===== src/rtl/code_entry.sv =====
`default_nettype none
// ============================================================================
//  Module   : code_entry
//  Brief    : Combination-lock keypad front end. Collects CODE_LEN digits,
//             compares them to (or programs) a stored combination.
//  Revision : 1.0 - initial release
// ============================================================================
module code_entry #(
    parameter int                          DIGIT_W      = 4,
    parameter int                          CODE_LEN     = 4,
    parameter logic [DIGIT_W*CODE_LEN-1:0] DEFAULT_CODE = 16'h1234
) (
    input  logic                          clk,
    input  logic                          RESETN,
    input  logic                          KEY_N,
    input  logic                          CLR_N,
    input  logic [DIGIT_W-1:0]            SW,
    input  logic                          SET,
    input  logic                          UNLOCKED,
    output logic                          ENTER,
    output logic                          MATCH,
    output logic                          SAVED,
    output logic [$clog2(CODE_LEN+1)-1:0] COUNT
);

    localparam int                  c_CODE_W  = DIGIT_W * CODE_LEN;
    localparam int                  c_CNT_W   = $clog2(CODE_LEN + 1);
    localparam logic [c_CNT_W-1:0]  c_LAST    = c_CNT_W'(CODE_LEN - 1);
    localparam logic [0:0]          c_COLLECT = 1'b0;
    localparam logic [0:0]          c_ISSUE   = 1'b1;

    // [1:0] synchronise, [2] remembers the previous synchronised level.
    logic [2:0]          r_key_sync;
    logic [2:0]          r_clr_sync;
    logic                w_key_evt;
    logic                w_clr_evt;

    logic [0:0]          r_state;
    logic [0:0]          w_state_nxt;
    logic [c_CODE_W-1:0] r_buf;
    logic [c_CODE_W-1:0] r_stored;
    logic [c_CNT_W-1:0]  r_count;
    logic                r_enter;
    logic                r_saved;
    logic                r_match;

    logic [c_CODE_W-1:0] w_shifted;
    logic                w_program;
    logic [c_CODE_W-1:0] w_buf_nxt;
    logic [c_CODE_W-1:0] w_stored_nxt;
    logic [c_CNT_W-1:0]  w_cnt_nxt;
    logic                w_enter_nxt;
    logic                w_saved_nxt;
    logic                w_match_nxt;

    always_ff @(posedge clk or negedge RESETN) begin
        if (!RESETN) begin
            r_key_sync <= 3'b111;
            r_clr_sync <= 3'b111;
        end else begin
            r_key_sync <= {r_key_sync[1:0], KEY_N};
            r_clr_sync <= {r_clr_sync[1:0], CLR_N};
        end
    end

    assign w_key_evt = r_key_sync[2] & ~r_key_sync[1];
    assign w_clr_evt = r_clr_sync[2] & ~r_clr_sync[1];
    assign w_shifted = {r_buf[c_CODE_W-DIGIT_W-1:0], SW};
    assign w_program = SET & UNLOCKED;

    always_ff @(posedge clk or negedge RESETN) begin
        if (!RESETN) begin
            r_state <= c_COLLECT;
        end else begin
            r_state <= w_state_nxt;
        end
    end

    always_comb begin
        w_state_nxt = r_state;
        case (r_state)
            c_COLLECT: begin
                if (w_key_evt && !w_clr_evt && (r_count == c_LAST)) begin
                    w_state_nxt = c_ISSUE;
                end
            end
            c_ISSUE:   w_state_nxt = c_COLLECT;
            default:   w_state_nxt = c_COLLECT;
        endcase
    end

    // Strobes are decided on the edge that captures the final digit so they
    // are registered yet coincide with the single ISSUE cycle.
    always_comb begin
        w_buf_nxt    = r_buf;
        w_stored_nxt = r_stored;
        w_cnt_nxt    = r_count;
        w_enter_nxt  = 1'b0;
        w_saved_nxt  = 1'b0;
        w_match_nxt  = r_match;
        case (r_state)
            c_COLLECT: begin
                if (w_clr_evt) begin
                    w_buf_nxt = '0;
                    w_cnt_nxt = '0;
                end else if (w_key_evt) begin
                    w_buf_nxt = w_shifted;
                    w_cnt_nxt = r_count + 1'b1;
                    if (r_count == c_LAST) begin
                        if (w_program) begin
                            w_stored_nxt = w_shifted;
                            w_saved_nxt  = 1'b1;
                        end else begin
                            w_enter_nxt = 1'b1;
                            w_match_nxt = (w_shifted == r_stored);
                        end
                    end
                end
            end
            c_ISSUE: begin
                w_buf_nxt = '0;
                w_cnt_nxt = '0;
            end
            default: begin
                w_buf_nxt = '0;
                w_cnt_nxt = '0;
            end
        endcase
    end

    always_ff @(posedge clk or negedge RESETN) begin
        if (!RESETN) begin
            r_buf    <= '0;
            r_stored <= DEFAULT_CODE;
            r_count  <= '0;
            r_enter  <= 1'b0;
            r_saved  <= 1'b0;
            r_match  <= 1'b0;
        end else begin
            r_buf    <= w_buf_nxt;
            r_stored <= w_stored_nxt;
            r_count  <= w_cnt_nxt;
            r_enter  <= w_enter_nxt;
            r_saved  <= w_saved_nxt;
            r_match  <= w_match_nxt;
        end
    end

    assign ENTER = r_enter;
    assign SAVED = r_saved;
    assign MATCH = r_match;
    assign COUNT = r_count;

endmodule
`default_nettype wire

===== config.mk =====
export PLATFORM = sky130hd
export DESIGN_NAME = code_entry
export DESIGN_NICKNAME = d
export VERILOG_FILES = /design/src/rtl/code_entry.sv
export SDC_FILE = /design/constraint.sdc
export NUM_CORES = 1
export LEC_CHECK = 0
export BUFFER_PORTS_ARGS = -buffer_cell sky130_fd_sc_hd__buf_2
export CAP_MARGIN = 30
export CELL_PAD_IN_SITES_DETAIL_PLACEMENT = 0
export CELL_PAD_IN_SITES_GLOBAL_PLACEMENT = 2
export CORE_UTILIZATION = 40
export CTS_CLUSTER_SIZE = 14
export DETAILED_ROUTE_END_ITERATION = 8
export GPL_ROUTABILITY_DRIVEN = 0
export GPL_TIMING_DRIVEN = 0
export PLACE_DENSITY_LB_ADDON = 0.1
export SYNTH_ARGS = -nofsm -noshare
export SYNTH_HDL_FRONTEND = slang
export SYNTH_SLANG_ARGS = --single-unit

===== constraint.sdc =====
create_clock -name clk -period 4 [get_ports clk]
set_clock_uncertainty 0.1 [all_clocks]
set_input_delay 0.8 -clock clk [delete_from_list [all_inputs] [get_ports clk]]
set_output_delay 0.8 -clock clk [all_outputs]
set_load 0.02 [all_outputs]

==> results of run 1 <==
## worst max-delay path by stage
stage | startpoint | endpoint | slack (ns) | depth (start not counted)
floorplan | SET | r_stored[10] | 2.05 | 4
global placement | SET | r_stored[10] | 1.76 | 5
detailed placement | SET | r_stored[7] | 1.76 | 5
CTS | r_clr_sync[1] | r_stored[7] | 1.86 | 6
global route | r_clr_sync[1] | r_stored[7] | 1.80 | 6
finish | r_clr_sync[1] | r_stored[7] | 1.88 | 6
## placed cells by master (no fill, tap or decap), drive strengths merged
cell type	Yosys	layout
dfrtp	30	30
nand2	28	28
buf	3	18
xnor2	17	17
mux2	17	17
a21oi	13	13
dfstp	11	11
clkbuf	3	11
nand4	4	4
nor2	3	3
inv	2	2
ha	2	2
a21o	1	1
nor2b	1	1
nor3	1	1
nor3b	1	1
nand2b	1	1
a211oi	1	1
nor4	1	1
## cells by family (layout without fill, tap and decap cells)
| kind of cell | Yosys count | after routing |
|---|---|---|
| compound gates | 15 | 15 |
| flops | 41 | 41 |
| fa+ha+maj | 2 | 2 |
| simple gates | 40 | 40 |
| buf+inv | 8 | 31 |
| xor+xnor | 17 | 17 |
| mux | 17 | 17 |
## where the power goes
part / switching, uW / internal [uW] / leakage [uW]
sequential: 18.7 / 440 / 0.000524
clock: 133 / 124 / 0.0000395
combinational: 49.1 / 37.9 / 0.000314
total: 201 / 601 / 0.000877
## worst register-to-register path: stages, from the launching register on
cell and delay, ns:
dfstp_2 0.53, inv_1 0.04, a21o_1 0.18, buf_6 0.14, nor3_4 0.49, buf_12 0.22, mux2_4 0.31
## sequential cells by signal (all words and copies together) (netlist names)
register and cells:
ENTER 1, MATCH 1, r_buf 12, r_state 1
SAVED 1, r_key_sync 3, r_stored 16, r_clr_sync 3
COUNT 3
## layout make-up
cell class,count,area (sq um),area share (%)
well taps,50,62.6,3.15
multi-input cells,91,668,33.7
clock buffers,8,80.1,4.04
repair buffers,15,75.1,3.79
inverters,2,7.51,0.379
plain buffers,6,50.0,2.52
flip-flops and latches,41,1040,52.4
## metal layers
metal | track usage, % | up-vias | routed length (microns)
li1 | - | 505 | -
met1 | 21.6 | 518 | 1490
met2 | 26.2 | 16 | 1490
met3 | 6.50 | 5 | 104
met4 | 7.81 | 0 | 57
met5 | 0 | - | 0
## metrics by stage
step	util, %	total power, uW	cells
after floorplan	-	520	140
after global placement	46.2	553	205
after detailed placement	46.2	555	205
after CTS	48.2	818	213
after global routing	48.2	853	213
final	48.2	803	213
==> metrics.txt, run 1 <==
status=finished, final reports clean; gr ovfl total=0; largest cells by area after synthesis=dfrtp_1 (43%), dfstp_2 (16%), xnor2_1 (8.4%), mux2_4 (7.7%), nand2_1 (5.7%); number of synthesis warnings=0; max frequency=472 MHz; die height=68.4 microns; Leak=0.000877 uW; adder-cell share of the synthesized area=1.42%; first-pass GRT wire length=5.44 mm; CTS tree=done; Hold Vio Cnt, Final=0; Port Buf Inserts=15; Synth Area in Compound Gates=4.54%; crit path DAT=2.20 ns; via count normalized by instance count=4.90; mux cell area share after synthesis=12.8%; Worst Hold Class=flip-flop to flip-flop; CTS root buf=clkbuf_8; final period utilization=52.9%; post-route ant nets=0; final setup TNS=0 ns; Initial Utilization=42.9%; CP bufs+invs=3; clock buffer count from CTS=5; worst hold slack=0.260 ns; DRC Markers=0; Clk pin slew, worst setup/hold paths=0.07 ns; critical-path cell list=inv_1 -> a21o_1 -> buf_6 -> nor3_4 -> buf_12 -> mux2_4; number of synthesized register bits=41; P per Cell Area=405 nW/um^2; Synth Area in XOR/XNOR=8.43%; Post-Place Setup Slack=1.76 ns; vias in the first global route=1085; syn nets=152; core box area=4120 sq um; P&R area growth vs syn=12.3%; maximum vdd drop=0.000264 V; Max-Cap Viols=0; Synth Flop Type=dfrtp_1; unrepaired setup endpoints after global routing=no; EDFF count, synth=0; shortest period the worst path allows=2.12 ns; Worst Tran Pin Value=0.872 ns; H-tree depth=2; Synth Instances=140; Max Slew Vio Count=0; crit-path leading delay family=flip-flops; IO Pins=16; Critical R2R Launch=r_clr_sync[1]; post-synth top area share=42.5%; Simple-Gate Fraction of Synth Area=10.7%; hold_buf cts=0; worst min-delay path endpoint=r_clr_sync[1]; Synth async-reset ratio=100%; DIE AREA=4680 sq um; fin nets=174; via count=1044; largest family of logic cells by synthesized area=multiplexers; Seq/Total Area, Yosys=58.9%; layout cells sized above 1=33.1%; final setup fails=0; fill cell count=397; Cell variety after synth=23; die width=68.4 microns; Slew HR=41.9%; Post-Synthesis Cell Area=1770 sq um; worst-path fanout max=10; drt initial violations=24; slowest stage cell, crit path=dfstp_2; postcts setup bufs=0; kind of critical path=flip-flop to flip-flop; pin count of the biggest net entering global routing=42; Cell Rows=23; clock sink total=41; placed inst area=1900 sq um; first-pass detailed-route iteration total=4; CP Data Required Time=4.08 ns; HP Start=r_clr_sync[0]; syn avg cell area=12.6 sq um; drt wl/cell=14.8 microns; crit path capture type=flip-flop; Final HPWL DP=2.11 mm; setup slack after layout=1.88 ns; top post-synthesis cells by count=dfrtp_1 (30), nand2_1 (27), xnor2_1 (17), a21oi_1 (13), dfstp_2 (11); Max clock buf depth=2; fin area=1980 sq um; CP max stage delay=0.53 ns; worst-skew pair later-pin latency=0.29 ns; Crit Reg-Reg Endpoint=r_stored[7]; final WL=3.14 mm; Antenna diodes=0; WHS Path Cells=0; initial antenna violation count=0; FF-to-FF path depth=6; gr usage total=17.2%; largest area contributor in the netlist=dfrtp_1; Post-CTS Resized=0; Startpoint Class=flip-flop; most frequent cell after synthesis=dfrtp_1; r2r setup slk=1.88 ns
(Power assumes the default switching activity.)
==> inputs of run 2 (changes only) <==
Settings changed: CORE_UTILIZATION 40 to 36.
Clock period 4 ns to 1.7 ns, I/O delays scaled along.
==> run 2 against run 1 <==
Compared with the run above:
- hold slack lost 0.21 ns
- first-iteration DRC count rose by 120%
- total power increased by 140%
- register-to-register slack worse by 2.0 ns
- the flow now finishes with violations (negative setup slack)
- clock power up 130%
- setup slack worse by 2.0 ns
==> metrics.txt, run 2 (synthesis gave the netlist of run 1 again) <==
CTS tree=done; final WL=3.37 mm; Port Buf Inserts=15; Cell Rows=25; first-pass detailed-route iteration total=4; status=finished, violations left; DRC Markers=0; die width=72.0 microns; HP Start=CLR_N; first-pass GRT wire length=5.82 mm; fin nets=184; final period utilization=108%; drt wl/cell=14.0 microns; met3 Use GR=4.17%; Global Route met2 Usage=24.8%; clock buffer count from CTS=5; fill cell count=446; kind of critical path=flip-flop to flip-flop; setup slack after layout=-0.134 ns; max frequency=545 MHz; Final HPWL DP=2.19 mm; Critical R2R Launch=r_key_sync[2]; layout cells sized above 1=40.5%; Leak=0.000970 uW; via count=1086; P per Cell Area=878 nW/um^2; maximum vdd drop=0.000528 V; vias in the first global route=1198; most common cell after layout, fill and taps aside=dfrtp_1; post-route ant nets=0; Clk pin slew, worst setup/hold paths=0.07 ns; r2r setup slk=-0.13 ns; DIE AREA=5190 sq um; P&R area growth vs syn=24.2%; GR peak layer=met2; Startpoint Class=flip-flop; failing checks=negative setup slack; Largest regs=r_stored (16), r_buf (12); Crit Reg-Reg Endpoint=r_stored[11]; shortest period the worst path allows=1.83 ns; commonest cells after routing, fill and taps aside=dfrtp_1 (28), nand2_1 (27), xnor2_1 (17); Max clock buf depth=2; unrepaired setup endpoints after global routing=yes; Antenna diodes=0; worst-skew pair later-pin latency=0.28 ns; Initial Utilization=37.4%; IO Pins=16; CP Data Required Time=1.77 ns; initial antenna violation count=0; Slew HR=39.2%; crit path capture type=flip-flop; Max-Cap Viols=0; die height=72.0 microns; slowest stage cell, crit path=dfstp_2; worst-path fanout max=7; Most flops, register=r_stored; final setup fails=17; CP max stage delay=0.53 ns; Max Slew Vio Count=0; final setup TNS=-1.74 ns; clock sink total=41; worst min-delay path endpoint=r_clr_sync[0]; via count normalized by instance count=4.53; drt initial violations=52; crit path DAT=1.91 ns; critical-path cell list=nor2b_4 -> buf_6 -> nand2_4 -> nor3_4 -> buf_12 -> clkbuf_16 -> mux2_4; gr ovfl total=0; Worst Hold Class=primary input to flip-flop; number of flip-flops under the largest register name=16; pin count of the biggest net entering global routing=42; FF-to-FF path depth=7; placed inst area=1970 sq um; gr usage total=15.2%; hold_buf cts=0; Core Util, Final=46.4%; core box area=4720 sq um; CTS root buf=clkbuf_8; WHS Path Cells=1; met1 usage=19.1%; Worst Tran Pin Value=0.912 ns; H-tree depth=2; fin area=2190 sq um; Hold Vio Cnt, Final=0
==> run 2: cell types whose count changed in the layout (fill, tap and decap cells not counted), sizes merged <==
cell	change
clkbuf	+1
buf	+9
==> run 2: layout make-up <==
class,instances,area (sq um),area share (%)
sequential,41,1040,47.5
multi-input combinational,91,729,33.3
timing repair buffer,25,193,8.79
tap,67,83.8,3.82
clock buffer,8,80.1,3.65
buffer,6,56.3,2.57
inverter,2,7.51,0.342
==> run 2: critical path, delay by kind of cell, from the launching register on <==
| kind | cells | cell delay (ns) |
|---|---|---|
| multiplexers | 1 | 0.29 |
| buffers and inverters | 3 | 0.42 |
| flip-flops | 1 | 0.53 |
| AND/OR/NAND/NOR | 3 | 0.39 |
==> run 2: timing repair <==
item / in CTS / in global routing
cloned: 0 / 1
endpoints found under the setup margin: 18 / 29
endpoints found under the hold margin: 0 / 0
setup buffers: 5 / 4
pin swaps: 1 / 1
resized for setup: 6 / 5
==> run 2: metrics by stage <==
step / worst slack, ns / hold WS, ns / std cells / total power (uW)
2_1_floorplan: -0.157 / -0.0556 / 140 / 1240
3_3_place_gp: -0.382 / 0.247 / 222 / 1320
3_5_place_dp: -0.383 / 0.249 / 222 / 1330
4_1_cts: -0.172 / 0.0375 / 235 / 1960
5_1_grt: -0.193 / 0.0273 / 240 / 2030
6_report: -0.134 / 0.0482 / 240 / 1920
==> run 2: worst max path at each step <==
stage	start	endpoint	slack (ns)	depth (start not counted)
4_1_cts	r_clr_sync[1]	r_stored[7]	-0.17	7
5_1_grt	r_key_sync[2]	r_stored[8]	-0.19	7
3_3_place_gp	r_key_sync[2]	r_stored[13]	-0.38	6
2_1_floorplan	r_key_sync[2]	r_stored[10]	-0.16	6
6_report	r_key_sync[2]	r_stored[11]	-0.13	7
3_5_place_dp	r_key_sync[2]	r_stored[7]	-0.38	6
==> run 2: per-layer routing <==
| metal | up-vias | wire length (microns) |
|---|---|---|
| met1 | 549 | 1600 |
| met4 | 0 | 36 |
| li1 | 524 | - |
| met2 | 9 | 1660 |
| met5 | - | 0 |
| met3 | 4 | 80 |
==> run 2: power breakdown <==
part | internal (uW) | leakage (uW) | switching, uW
sequential | 1040 | 0.000521 | 50.6
clock | 292 | 0.0000395 | 307
combinational | 113 | 0.000409 | 126
total | 1440 | 0.000970 | 484
